**config.mk**
```make
export PLATFORM = sky130hd
export DESIGN_NAME = phy_rx_deframer
export DESIGN_NICKNAME = d
export VERILOG_FILES = /design/src/rtl/phy_rx_deframer_pkg.sv /design/src/rtl/phy_rx_deframer_xor_acc.sv /design/src/rtl/phy_rx_deframer.sv
export SDC_FILE = /design/constraint.sdc
export NUM_CORES = 1
export LEC_CHECK = 0
export ABC_AREA = 1
export CORE_UTILIZATION = 54
export DETAILED_ROUTE_END_ITERATION = 8
export PLACE_DENSITY = 0.83
export SKIP_CTS_REPAIR_TIMING = 1
export SLEW_MARGIN = 20
export SYNTH_ARGS = -nofsm -noshare
export SYNTH_HDL_FRONTEND = slang
export SYNTH_SLANG_ARGS = --single-unit
```
**constraint.sdc**
```tcl
create_clock -name clock4 -period 2.26 [get_ports clock4]
set_input_delay 0.452 -clock clock4 [delete_from_list [all_inputs] [get_ports clock4]]
set_output_delay 0.452 -clock clock4 [all_outputs]
set_load 0.005 [all_outputs]
```
**src/rtl/phy_rx_deframer_pkg.sv**
```systemverilog
// Shared constants for the PHY receive deframer: start-of-packet marker,
// FSM state encodings, error codes and parameter defaults.
package phy_rx_deframer_pkg;

  localparam logic [7:0] SOP = 8'hFB;

  localparam logic [1:0] ST_IDLE    = 2'd0;
  localparam logic [1:0] ST_PAYLOAD = 2'd1;
  localparam logic [1:0] ST_CHECK   = 2'd2;

  localparam logic [1:0] ERR_NONE    = 2'b00;
  localparam logic [1:0] ERR_LEN     = 2'b01;
  localparam logic [1:0] ERR_CSUM    = 2'b10;
  localparam logic [1:0] ERR_TIMEOUT = 2'b11;

  localparam int MAX_LEN_DEF = 16;
  localparam int TIMEOUT_DEF = 8;

  function automatic logic is_sop(input logic [31:0] word);
    return (word[31:24] == SOP);
  endfunction

  // Event counters stick at all-ones instead of wrapping.
  function automatic logic [7:0] sat_inc(input logic [7:0] value);
    return (value == 8'hFF) ? value : value + 8'd1;
  endfunction

endpackage

```
**src/rtl/phy_rx_deframer_xor_acc.sv**
```systemverilog
// 32-bit running XOR of payload words; clear wins over enable so a new
// header always starts from zero.
module xor_acc (
  input  logic        clk,
  input  logic        rst_n,
  input  logic        clr,
  input  logic        en,
  input  logic [31:0] d,
  output logic [31:0] q
);

  // Accumulator register.
  always_ff @(posedge clk or negedge rst_n) begin
    if (!rst_n) begin
      q <= 32'h0000_0000;
    end else if (clr) begin
      q <= 32'h0000_0000;
    end else if (en) begin
      q <= q ^ d;
    end else begin
      q <= q;
    end
  end

endmodule

```
**src/rtl/phy_rx_deframer.sv**
```systemverilog
// Receive deframer: finds {FB, tag, len} headers, forwards len payload words
// with sop/eop, then validates the XOR check word, with idle-gap timeout.
module phy_rx_deframer
  import phy_rx_deframer_pkg::*;
#(
  parameter int MAX_LEN = MAX_LEN_DEF,
  parameter int TIMEOUT = TIMEOUT_DEF
) (
  input  logic        clock4,
  input  logic        reset_L,
  input  logic [31:0] data_in,
  input  logic        valid_in,
  output logic [31:0] pkt_data,
  output logic        pkt_valid,
  output logic        pkt_sop,
  output logic        pkt_eop,
  output logic [15:0] pkt_tag,
  output logic        done,
  output logic        err,
  output logic [1:0]  err_code,
  output logic [7:0]  good_cnt,
  output logic [7:0]  err_cnt
);

  localparam logic [7:0]  MAX_LEN_B = 8'(MAX_LEN);
  localparam logic [15:0] TIMEOUT_W = 16'(TIMEOUT);

  logic [1:0]  state_r;
  logic [7:0]  rem_r;
  logic        first_r;
  logic [15:0] idle_r;

  logic [31:0] acc_q_s;
  logic        hdr_s;
  logic        len_ok_s;
  logic        abort_s;
  logic        acc_clr_s;
  logic        acc_en_s;
  logic        csum_ok_s;
  logic [15:0] idle_next_s;

  // Header decode, idle-timeout detection and accumulator controls.
  always_comb begin
    hdr_s       = is_sop(data_in);
    len_ok_s    = (data_in[7:0] != 8'd0) && (data_in[7:0] <= MAX_LEN_B);
    idle_next_s = idle_r + 16'd1;
    abort_s     = (state_r != ST_IDLE) && !valid_in && (idle_next_s >= TIMEOUT_W);
    acc_clr_s   = valid_in && (state_r == ST_IDLE) && hdr_s && len_ok_s;
    acc_en_s    = valid_in && (state_r == ST_PAYLOAD);
    csum_ok_s   = (data_in == acc_q_s);
  end

  xor_acc u_xor_acc (
    .clk   (clock4),
    .rst_n (reset_L),
    .clr   (acc_clr_s),
    .en    (acc_en_s),
    .d     (data_in),
    .q     (acc_q_s)
  );

  // Deframing FSM with registered outputs and event counters.
  always_ff @(posedge clock4 or negedge reset_L) begin
    if (!reset_L) begin
      state_r   <= ST_IDLE;
      rem_r     <= 8'd0;
      first_r   <= 1'b0;
      idle_r    <= 16'd0;
      pkt_data  <= 32'h0000_0000;
      pkt_valid <= 1'b0;
      pkt_sop   <= 1'b0;
      pkt_eop   <= 1'b0;
      pkt_tag   <= 16'h0000;
      done      <= 1'b0;
      err       <= 1'b0;
      err_code  <= ERR_NONE;
      good_cnt  <= 8'd0;
      err_cnt   <= 8'd0;
    end else begin
      pkt_valid <= 1'b0;
      pkt_sop   <= 1'b0;
      pkt_eop   <= 1'b0;
      done      <= 1'b0;
      err       <= 1'b0;
      if (abort_s) begin
        // Abandon the packet; words already forwarded stand, but no eop.
        state_r  <= ST_IDLE;
        idle_r   <= 16'd0;
        rem_r    <= 8'd0;
        first_r  <= 1'b0;
        err      <= 1'b1;
        err_code <= ERR_TIMEOUT;
        err_cnt  <= sat_inc(err_cnt);
      end else begin
        case (state_r)
          ST_IDLE: begin
            idle_r <= 16'd0;
            if (valid_in && hdr_s) begin
              if (len_ok_s) begin
                pkt_tag <= data_in[23:8];
                rem_r   <= data_in[7:0];
                first_r <= 1'b1;
                state_r <= ST_PAYLOAD;
              end else begin
                err      <= 1'b1;
                err_code <= ERR_LEN;
                err_cnt  <= sat_inc(err_cnt);
              end
            end
          end
          ST_PAYLOAD: begin
            if (valid_in) begin
              idle_r    <= 16'd0;
              pkt_data  <= data_in;
              pkt_valid <= 1'b1;
              pkt_sop   <= first_r;
              first_r   <= 1'b0;
              pkt_eop   <= (rem_r == 8'd1);
              rem_r     <= rem_r - 8'd1;
              if (rem_r == 8'd1) begin
                state_r <= ST_CHECK;
              end
            end else begin
              idle_r <= idle_next_s;
            end
          end
          ST_CHECK: begin
            if (valid_in) begin
              idle_r  <= 16'd0;
              state_r <= ST_IDLE;
              if (csum_ok_s) begin
                done     <= 1'b1;
                good_cnt <= sat_inc(good_cnt);
              end else begin
                err      <= 1'b1;
                err_code <= ERR_CSUM;
                err_cnt  <= sat_inc(err_cnt);
              end
            end else begin
              idle_r <= idle_next_s;
            end
          end
          default: begin
            state_r <= ST_IDLE;
            idle_r  <= 16'd0;
          end
        endcase
      end
    end
  end

endmodule

```
* Word-level counts from Yosys, hierarchy flattened
Cells that the tools add are included.
W data, S select, Z words.
** Operators by class
- Add/subtract/negate cells :: 4
- Magnitude comparators :: 2
- Equality and inequality tests :: 14
- Mux-type cells :: 54
- Bitwise gates (word level) :: 3
- Reductions and logical operators :: 22
** Operators with widths (number)
- $mux W8 :: 10
- $mux W32 :: 2
- $mux W16 :: 3
- $eq A32 B32 Y1 :: 1
- $pmux W8 S2 :: 2
- $xor A32 B32 Y32 :: 1
- $eq A8 B8 Y1 const B :: 3
- $mux W1 :: 22
- $mux W2 :: 11
- $add A16 B1 Y16 const B :: 1
- $add A8 B1 Y8 const B :: 2
- $ge A16 B4 Y1 const B :: 1
- $ne A3 B3 Y1 const B :: 5
- $reduce_and A5 Y1 :: 3
- $eq A8 B1 Y1 const B :: 1
- $le A8 B5 Y1 const B :: 1
- $logic_and A1 B1 Y1 :: 8
- $reduce_and A4 Y1 :: 2
- $reduce_bool A8 Y1 :: 1
- $sub A8 B1 Y8 const B :: 1
- $ne A3 B2 Y1 const B :: 2
- $pmux W2 S3 :: 1
- $reduce_bool A3 Y1 :: 2
- $pmux W1 S2 :: 2
- other kinds (9) :: 11
** Word-level totals
- Register bits :: 130
- Input port bits :: 35
- Output and inout bits :: 71

* Depth between registers and ports, before layout
- Word-level depth :: 6
- Gate-level depth with buffers :: 18
- Mapped depth without buffers :: 17

* By module
A second synthesis with hierarchy kept.
** Unflattened totals
- Cell total of the unflattened synthesis :: 816
- Area total of the unflattened synthesis :: 6789.0 µm²
** By module, submodules not included
- phy_rx_deframer :: times used 1, cells each 645, area each 5227.5 µm²
- xor_acc :: times used 1, cells each 171, area each 1561.5 µm²

* Least setup slack after synthesis
Ideal clock, no wire load.
- Path type :: register -> register
- Start :: register idle_r[0]
- End :: register good_cnt[5]
- Library setup time :: 0.122 ns
- Data arrival time :: 1.968 ns
- Data required time :: 2.138 ns
- Setup slack :: 0.170 ns
- Stages on the path, launching flop included :: 16
- Buffers on the path :: 1
- Clock period less this slack :: 2.090 ns
- Cells stage by stage :: dfrtp_1 ha_1 nand2_1 nor2_1 nand2_1 xor2_1 nand2_1 nor2_1 nand3_2 nand2_4 inv_2 nor2_2 nand3_2 buf_6 nand2_1 o21ai_2
** Between the ends
- Longest elaborated chain between the ends :: 5
** RTL lines
- from (decl) :: line phy_rx_deframer.sv:31 : logic [15:0] idle_r;
- from (signal assigned) :: line phy_rx_deframer.sv:124 : idle_r <= idle_next_s;
- from (signal assigned) :: line phy_rx_deframer.sv:140 : idle_r <= idle_next_s;
- $add A16 B1 Y16 :: line phy_rx_deframer.sv:46 : idle_next_s = idle_r + 16'd1;
- $ge A16 B4 Y1 :: line phy_rx_deframer.sv:47 : abort_s = (state_r != ST_IDLE) && !valid_in && (idle_next_s >= TIMEOUT_W);
- $logic_and A1 B1 Y1 :: line phy_rx_deframer.sv:47
- $not A1 Y1 (no source line)
- $reduce_and A5 Y1 (no source line)
- to (signal assigned) :: line phy_rx_deframer.sv:133 : good_cnt <= sat_inc(good_cnt);
- to (decl) :: line phy_rx_deframer.sv:21 : output logic [7:0] good_cnt,
No other way between the ends.
A chain may end at the register's enable or synchronous reset.

* Worst setup path after layout
- Start :: input port data_in[3]
- End :: register good_cnt[0]
** Between the ends
- Longest elaborated chain between the ends :: 2
** RTL lines
- from (decl) :: line phy_rx_deframer.sv:11 : input logic [31:0] data_in,
- $eq A32 B32 Y1 :: line phy_rx_deframer.sv:50 : csum_ok_s = (data_in == acc_q_s);
- $reduce_and A5 Y1 (no source line)
No other way between the ends.

==> impl_metrics.tcl <==
set metrics [dict create \
    yosys.area.top_type "dfrtp_1" \
    drv_slew 0 \
    start_kind "input pin" \
    netlist.area_leader.share 0.501 \
    worst_pin_slew_ns 0.451 \
    end_kind "register" \
    finalSetupTns_ns -0.0289 \
    die_h_microns 112 \
    synth_edf_count 0 \
    async_flop_share 1.00 \
    status "finished, violations left" \
    period_needed_ns 2.28 \
    violations "DRC, setup timing" \
    cts_root_buf "clkbuf_16" \
    cp_max_fo 15 \
    rows 39 \
    cts.path.max_buffers 2 \
    drive_above_1_share 0.150 \
    hold_ws_ns 0.469 \
    drc 6 \
    yosysMostFrequentCell "nand2_1" \
    avgSynthCellArea_sq_um 8.13 \
    rr_worst_depth 14 \
    setup_viol 2 \
    grt_usage 0.255 \
    cts_buffers 17 \
    power_density_mw_per_mm2 897 \
    core_sq_mm 0.0116 \
    antenna_found_initial 0 \
    via_per_inst 5.13 \
    worst_slack_ns -0.0155 \
    yosysSeqAreaShare 0.501 \
    maxSlewHeadroom 0.699 \
    first_iter_violations 353 \
    netlist_top_cells_area "dfrtp_1 50%, nand2_1 15%, nor2_1 5.0%" \
    dpl.hpwl_mm 10.1 \
    hold_depth 2 \
    crit_required_ns 2.55 \
    hold_viol 0 \
    drv_cap 0 \
    drt-pass1-iter-count 7 \
    clock_latency_ns 0.41 \
    cts-htree-levels 4 \
    wl_per_cell_microns 14.0 \
    die_w_microns 112 \
    ys_ff_latch 130 \
    io_buffers 105 \
    synthFlopType "dfrtp_1" \
    clkTransAtPathRegs_ns 0.05 \
    area_growth_pct 35.6 \
    hold_class "reg2reg" \
    synth_area_sq_mm 0.00649 \
    finalCritPeriodShare 1.01 \
    worst_ir_drop_vdd_mv 0.735 \
    postRouteAntennaNets 0 \
    synth_commonest_cells "268 x nand2_1, 130 x dfrtp_1, 86 x nor2_1" \
    grt_pass1_vias 5455 \
    arrival_ns 2.56 \
    pin_count 106 \
    vias 5700 \
    cts_num_sinks 130 \
    synth_nets 844 \
    yosysUniqueCellTypes 34 \
    globalplace.congestion 0.822 \
    antenna_cells 0 \
    die_area_sq_mm 0.0125 \
    p_leak_nw 4.22 \
    cts_tree "yes" \
    overflow 0 \
    fin_nets 1002 \
    rsz0062_at_grt "yes" \
    finalClockSkew_ns 0.00503 \
    start_util 0.562 \
    grt_max_degree 84 \
    yosysWarnings 0 \
    fillers 755 \
    crit_type "in2reg" \
    grt_pass1_wl_mm 25.3 \
    clock.fmax_ghz 0.439 \
    syn_inst 799 \
    drt_wl_total_mm 15.5 \
]
==> cells in the final DEF (no fill, tap or decap), types with 3 or more instances in the layout <==
master             n
a21oi_1           25
nand3b_1           4
o21ai_0           20
clkdlybuf4s50_1  104
nor2_2             7
xnor2_1           16
o21ai_2           10
clkbuf_16         17
inv_1             65
nor3_1             6
buf_4             45
xor2_1            35
inv_2              3
nand2_1          250
ha_1               9
nor2_4             6
o21bai_1           8
nand2_2           20
clkinv_2           3
clkbuf_1           7
dfrtp_1          128
or2_2              3
buf_12             5
a22o_1             3
nand2_4            5
nand4_1           11
o22ai_1            3
buf_6              3
nand3_2            6
nor2_1            79
o21ai_1            7
nand3_1           34
==> per-layer routing <==
layer  up-vias  global-route usage  share of wire
met5         -                   0              0
met4         0              0.0694          0.018
met3        27              0.0615          0.059
met2       182               0.420           0.48
met1      2654               0.338           0.44
li1       2837                   -              -
==> report_power, final <==
| part | total [mW] | internal [mW] | switching (mW) | leakage (nW) |
|---|---|---|---|---|
| clock network | 2.44 | 1.49 | 0.944 | 0.244 |
| logic | 2.17 | 1.14 | 1.03 | 2.23 |
| registers | 3.29 | 2.90 | 0.393 | 1.75 |
| total | 7.90 | 5.53 | 2.37 | 4.22 |
==> state kept, by name, indices dropped and copies added, names as in the netlist <==
name and count:
state_r 2, err_cnt 8, pkt_tag 16, first_r 1
good_cnt 8, pkt_eop 1, u_xor_acc.q 32, pkt_sop 1
pkt_valid 1, idle_r 16, pkt_data 32, err_code 2
rem_r 8, err 1, done 1
==> stage by stage <==
stage | instances | utilization | power [mW] | cell area, sq um | setup WS, ns
2_1_floorplan | 799 | - | 4.37 | 6490 | 0.170
3_3_place_gp | 1068 | 0.693 | 5.31 | 8010 | -0.219
3_5_place_dp | 1068 | 0.693 | 5.39 | 8010 | -0.254
4_1_cts | 1098 | 0.737 | 7.86 | 8520 | -0.0329
5_1_grt | 1111 | 0.762 | 8.39 | 8810 | -0.195
6_report | 1111 | 0.762 | 7.90 | 8810 | -0.0155
==> critical path, cell delays in order <==
cell	delay (ns)
clkdlybuf4s50_1	0.48
inv_1	0.05
nand2_1	0.09
o21ai_0	0.12
nor2_1	0.13
nand3b_1	0.10
nor2_1	0.12
nand2_1	0.08
nor2_1	0.23
inv_1	0.11
nor2_1	0.16
nand3_2	0.12
buf_12	0.17
xnor2_1	0.13
==> worst paths after layout <==
kind	from	endpoint	slack [ns]
max reg2reg	idle_r[1]$_DFF_PN0_	good_cnt[0]$_DFFE_PN0P_	0
min	pkt_tag[6]$_DFFE_PN0P_	pkt_tag[6]$_DFFE_PN0P_	0.47
min in group asynchronous	reset_L	pkt_data[27]$_DFFE_PN0P_	0.49
min reg2reg	pkt_tag[6]$_DFFE_PN0P_	pkt_tag[6]$_DFFE_PN0P_	0.47
max	data_in[3]	good_cnt[0]$_DFFE_PN0P_	-0.02
max in group asynchronous	reset_L	idle_r[13]$_DFF_PN0_	1.03
==> kinds of logic after synthesis <==
group           synth area share
compound gates            0.0721
buf+inv                   0.0578
flops                      0.501
fa+ha+maj                 0.0193
simple gates               0.280
xor+xnor                  0.0701
==> cell type report <==
cell class                      count  area, sq um  share of cell area
Multi-Input combinational cell    580         3070               0.349
Tap cell                          143          179              0.0203
Sequential cell                   130         3260               0.370
Clock buffer                       24          452              0.0513
Inverter                           70          265              0.0301
Clock inverter                      6         60.1             0.00682
Timing Repair Buffer              158         1520               0.173
No activity file was read; power rests on OpenSTA's default activity.
==> patch: new RTL, same flow settings <==
The package constant `TIMEOUT_DEF` goes from 8 to 7.
--- a/src/rtl/phy_rx_deframer_pkg.sv
+++ b/src/rtl/phy_rx_deframer_pkg.sv
@@ -16,3 +16,3 @@
   localparam int MAX_LEN_DEF = 16;
-  localparam int TIMEOUT_DEF = 8;
+  localparam int TIMEOUT_DEF = 7;
 
Formal check against the unedited RTL: no difference found for any inputs over 4 cycles, from zero or initial values and one cycle with reset_L low; that may be too few to reach the edited logic, so the function may still have changed.
==> patch against the unedited design <==
The run still ends with DRC, setup timing left; design area up 3.1%; area after synthesis down 0.50%; worst setup slack got worse by 63 ps; synthesized cell count is 1.9% lower; non-clock buffer count grew 19; total power increased by 8.9%; via count rose by 5.1%; routed wire length up 13%; count of clock-buffer cells in the layout down 1; maximum frequency is 2.7% lower; sequential cell count unchanged; hold slack worse by 1.4 ps; critical path type is now reg -> reg; largest power group unchanged; highest routed layer unchanged.
==> patch: results (changes against the unedited design) <==
----------------------------------------------------
[Outcome]
  Result of the run ... finished, violations left
  Violations in the final reports ... DRC, setup timing

[Global routing]
  Largest net degree at the start of global routing ... 51 (-39%)
  Global-route wire length before repair ... 28400 um (+12%)
  Global router's overall resource usage ... 29.0% (+3.5 points)

[Worst setup path]
  Reg2reg path depth ... 16 (+2)
  Critical path data arrival time ... 2630 ps (+70 ps)
  Critical path capture point ... err_code[0]$_DFFE_PN0P_
  Kind of launch point of the worst setup path ... flop
  Largest fanout of any net on the critical path ... 11 (-4)
  Reg2Reg Launch Point ... idle_r[1]$_DFF_PN0_
  Critical register-to-register path endpoint ... err_code[0]$_DFFE_PN0P_

[Power and ir drop]
  VDD IR-drop max ... 0.617 mV (-16%)
  Int Pwr ... 6.19 mW (+12%)
  Leakage power of the design ... 4.38 nW (+3.8%)

[Finish]
  Number of filler cells placed in the layout ... 722 (-4.4%)
  Share of final-layout standard cells stronger than drive strength 1 ... 16.2% (+1.2 points)
  Registers with the highest flip-flop counts ... pkt_data x32, u_xor_acc.q x32
  N_diodes ... 0 (unchanged)

[Synthesis]
  Multiplexer share of the synthesized area ... 0% (unchanged)
  Synth Area in XOR/XNOR ... 7.18% (+0.17 points)
  Complex-gate fraction of the synthesized area ... 5.81% (-1.4 points)
  Adder and majority cell fraction of the synthesized area ... 2.13% (+0.20 points)
  Dominant cells by area after synthesis ... dfrtp_1 50%, nand2_1 15%, nor2_1 6.3%
  Number of cells produced by synthesis ... 784 (-1.9%)
  Proportion of register bits with asynchronous set or reset after synthesis ... 100% (unchanged)
  Share of the yosys chip area belonging to registers ... 50.3% (+0.25 points)
  Number of different library cells in the post-synthesis netlist ... 35 (+2.9%)
  Syn nets ... 830 (-1.7%)
  Most frequent cells after synthesis ... 255 x nand2_1, 130 x dfrtp_1, 109 x nor2_1

[Placed design]
  Final GP Congestion ... 0.856 (+4.1%)
  Pre-CTS setup slack ... -476 ps (-222 ps)
  Post-place instance area ... 8120 um^2 (+1.4%)
  Count of buffers inserted at the top-level ports ... 105 (unchanged)
  Detailed placement HPWL ... 11200 um (+11%)
  Number of placed instances, taps included ... 1070 (+0.19%)

[Timing]
  Aggregate negative setup slack ... -238 ps (-209 ps)
  Worst Clk Skew ... 7.72 ps (+2.70 ps)
  Total of endpoints with negative setup slack in the final report ... 12 (+10)
  Post-route setup slack ... -78.5 ps (-63.0 ps)
  Min Hold Slack ... 467 ps (-1.38 ps)
  Max transition margin ... 66.5% (-3.4 points)

[Worst hold path]
  End point of the most critical hold path ... pkt_tag[13]$_DFFE_PN0P_
  Launch point of the worst hold path ... pkt_tag[13]$_DFFE_PN0P_

[Route]
  Sum of routed wire length over all layers ... 17600 um (+13%)
  Initial detailed-routing violation count ... 438 (+24%)
  Number of iterations in the first detailed-routing pass ... 7 (unchanged)
  DR DRC count ... 6 (unchanged)
  Average wire per cell in the routed design ... 15.8 um (+13%)
  Mean number of vias per cell ... 5.39 (+5.0%)

[CTS]
  Latest clock arrival within the worst-skew pair ... 420 ps

----------------------------------------------------
==> patch: routing by layer <==
layer | global-route usage, % | share of wire [%]
met1 | 35.7 | 41
met2 | 49.2 | 50
met3 | 6.97 | 5.6
met4 | 12.1 | 3.7
met5 | 0 | 0
==> patch: final cells by class <==
type / instances / area (um^2) / area share, %
repair buffers: 177 / 1700 / 18.7
flip-flops and latches: 130 / 3260 / 35.9
well taps: 143 / 179 / 1.97
multi-input cells: 582 / 3090 / 34.0
clock buffers: 23 / 468 / 5.15
inverters: 48 / 185 / 2.04
clock inverters: 9 / 201 / 2.22
==> patch: critical path, cell delays in order, from the launching register on <==
cell and delay [ps]:
dfrtp_1 390, buf_6 130, nand2_2 60, nor2_4 230, buf_6 130, nand4_1 100, nand2_2 110, nand3_2 70
nor2_2 120, nand2_2 100, nand2_4 130, buf_8 150, nand3_4 90, nand2_4 120, inv_4 80, nand3_1 110
nand2_1 90
==> patch: power groups by stage <==
stage	logic, mW	clock network (mW)	registers [mW]
3_5_place_dp	2.13	0	3.29
2_1_floorplan	1.09	0	3.25
3_3_place_gp	2.05	0	3.26
6_report	2.22	3.11	3.27
4_1_cts	2.18	3.12	3.27
5_1_grt	2.45	3.24	3.33
==> patch: logic make-up after synthesis <==
logic type                 count (synthesis)
adders and majority gates                 11
DFF                                      130
buffers and inverters                     74
and+or+nand+nor                          451
xor gates and xnor gates                  53
AOI/OAI and AO/OA                         65
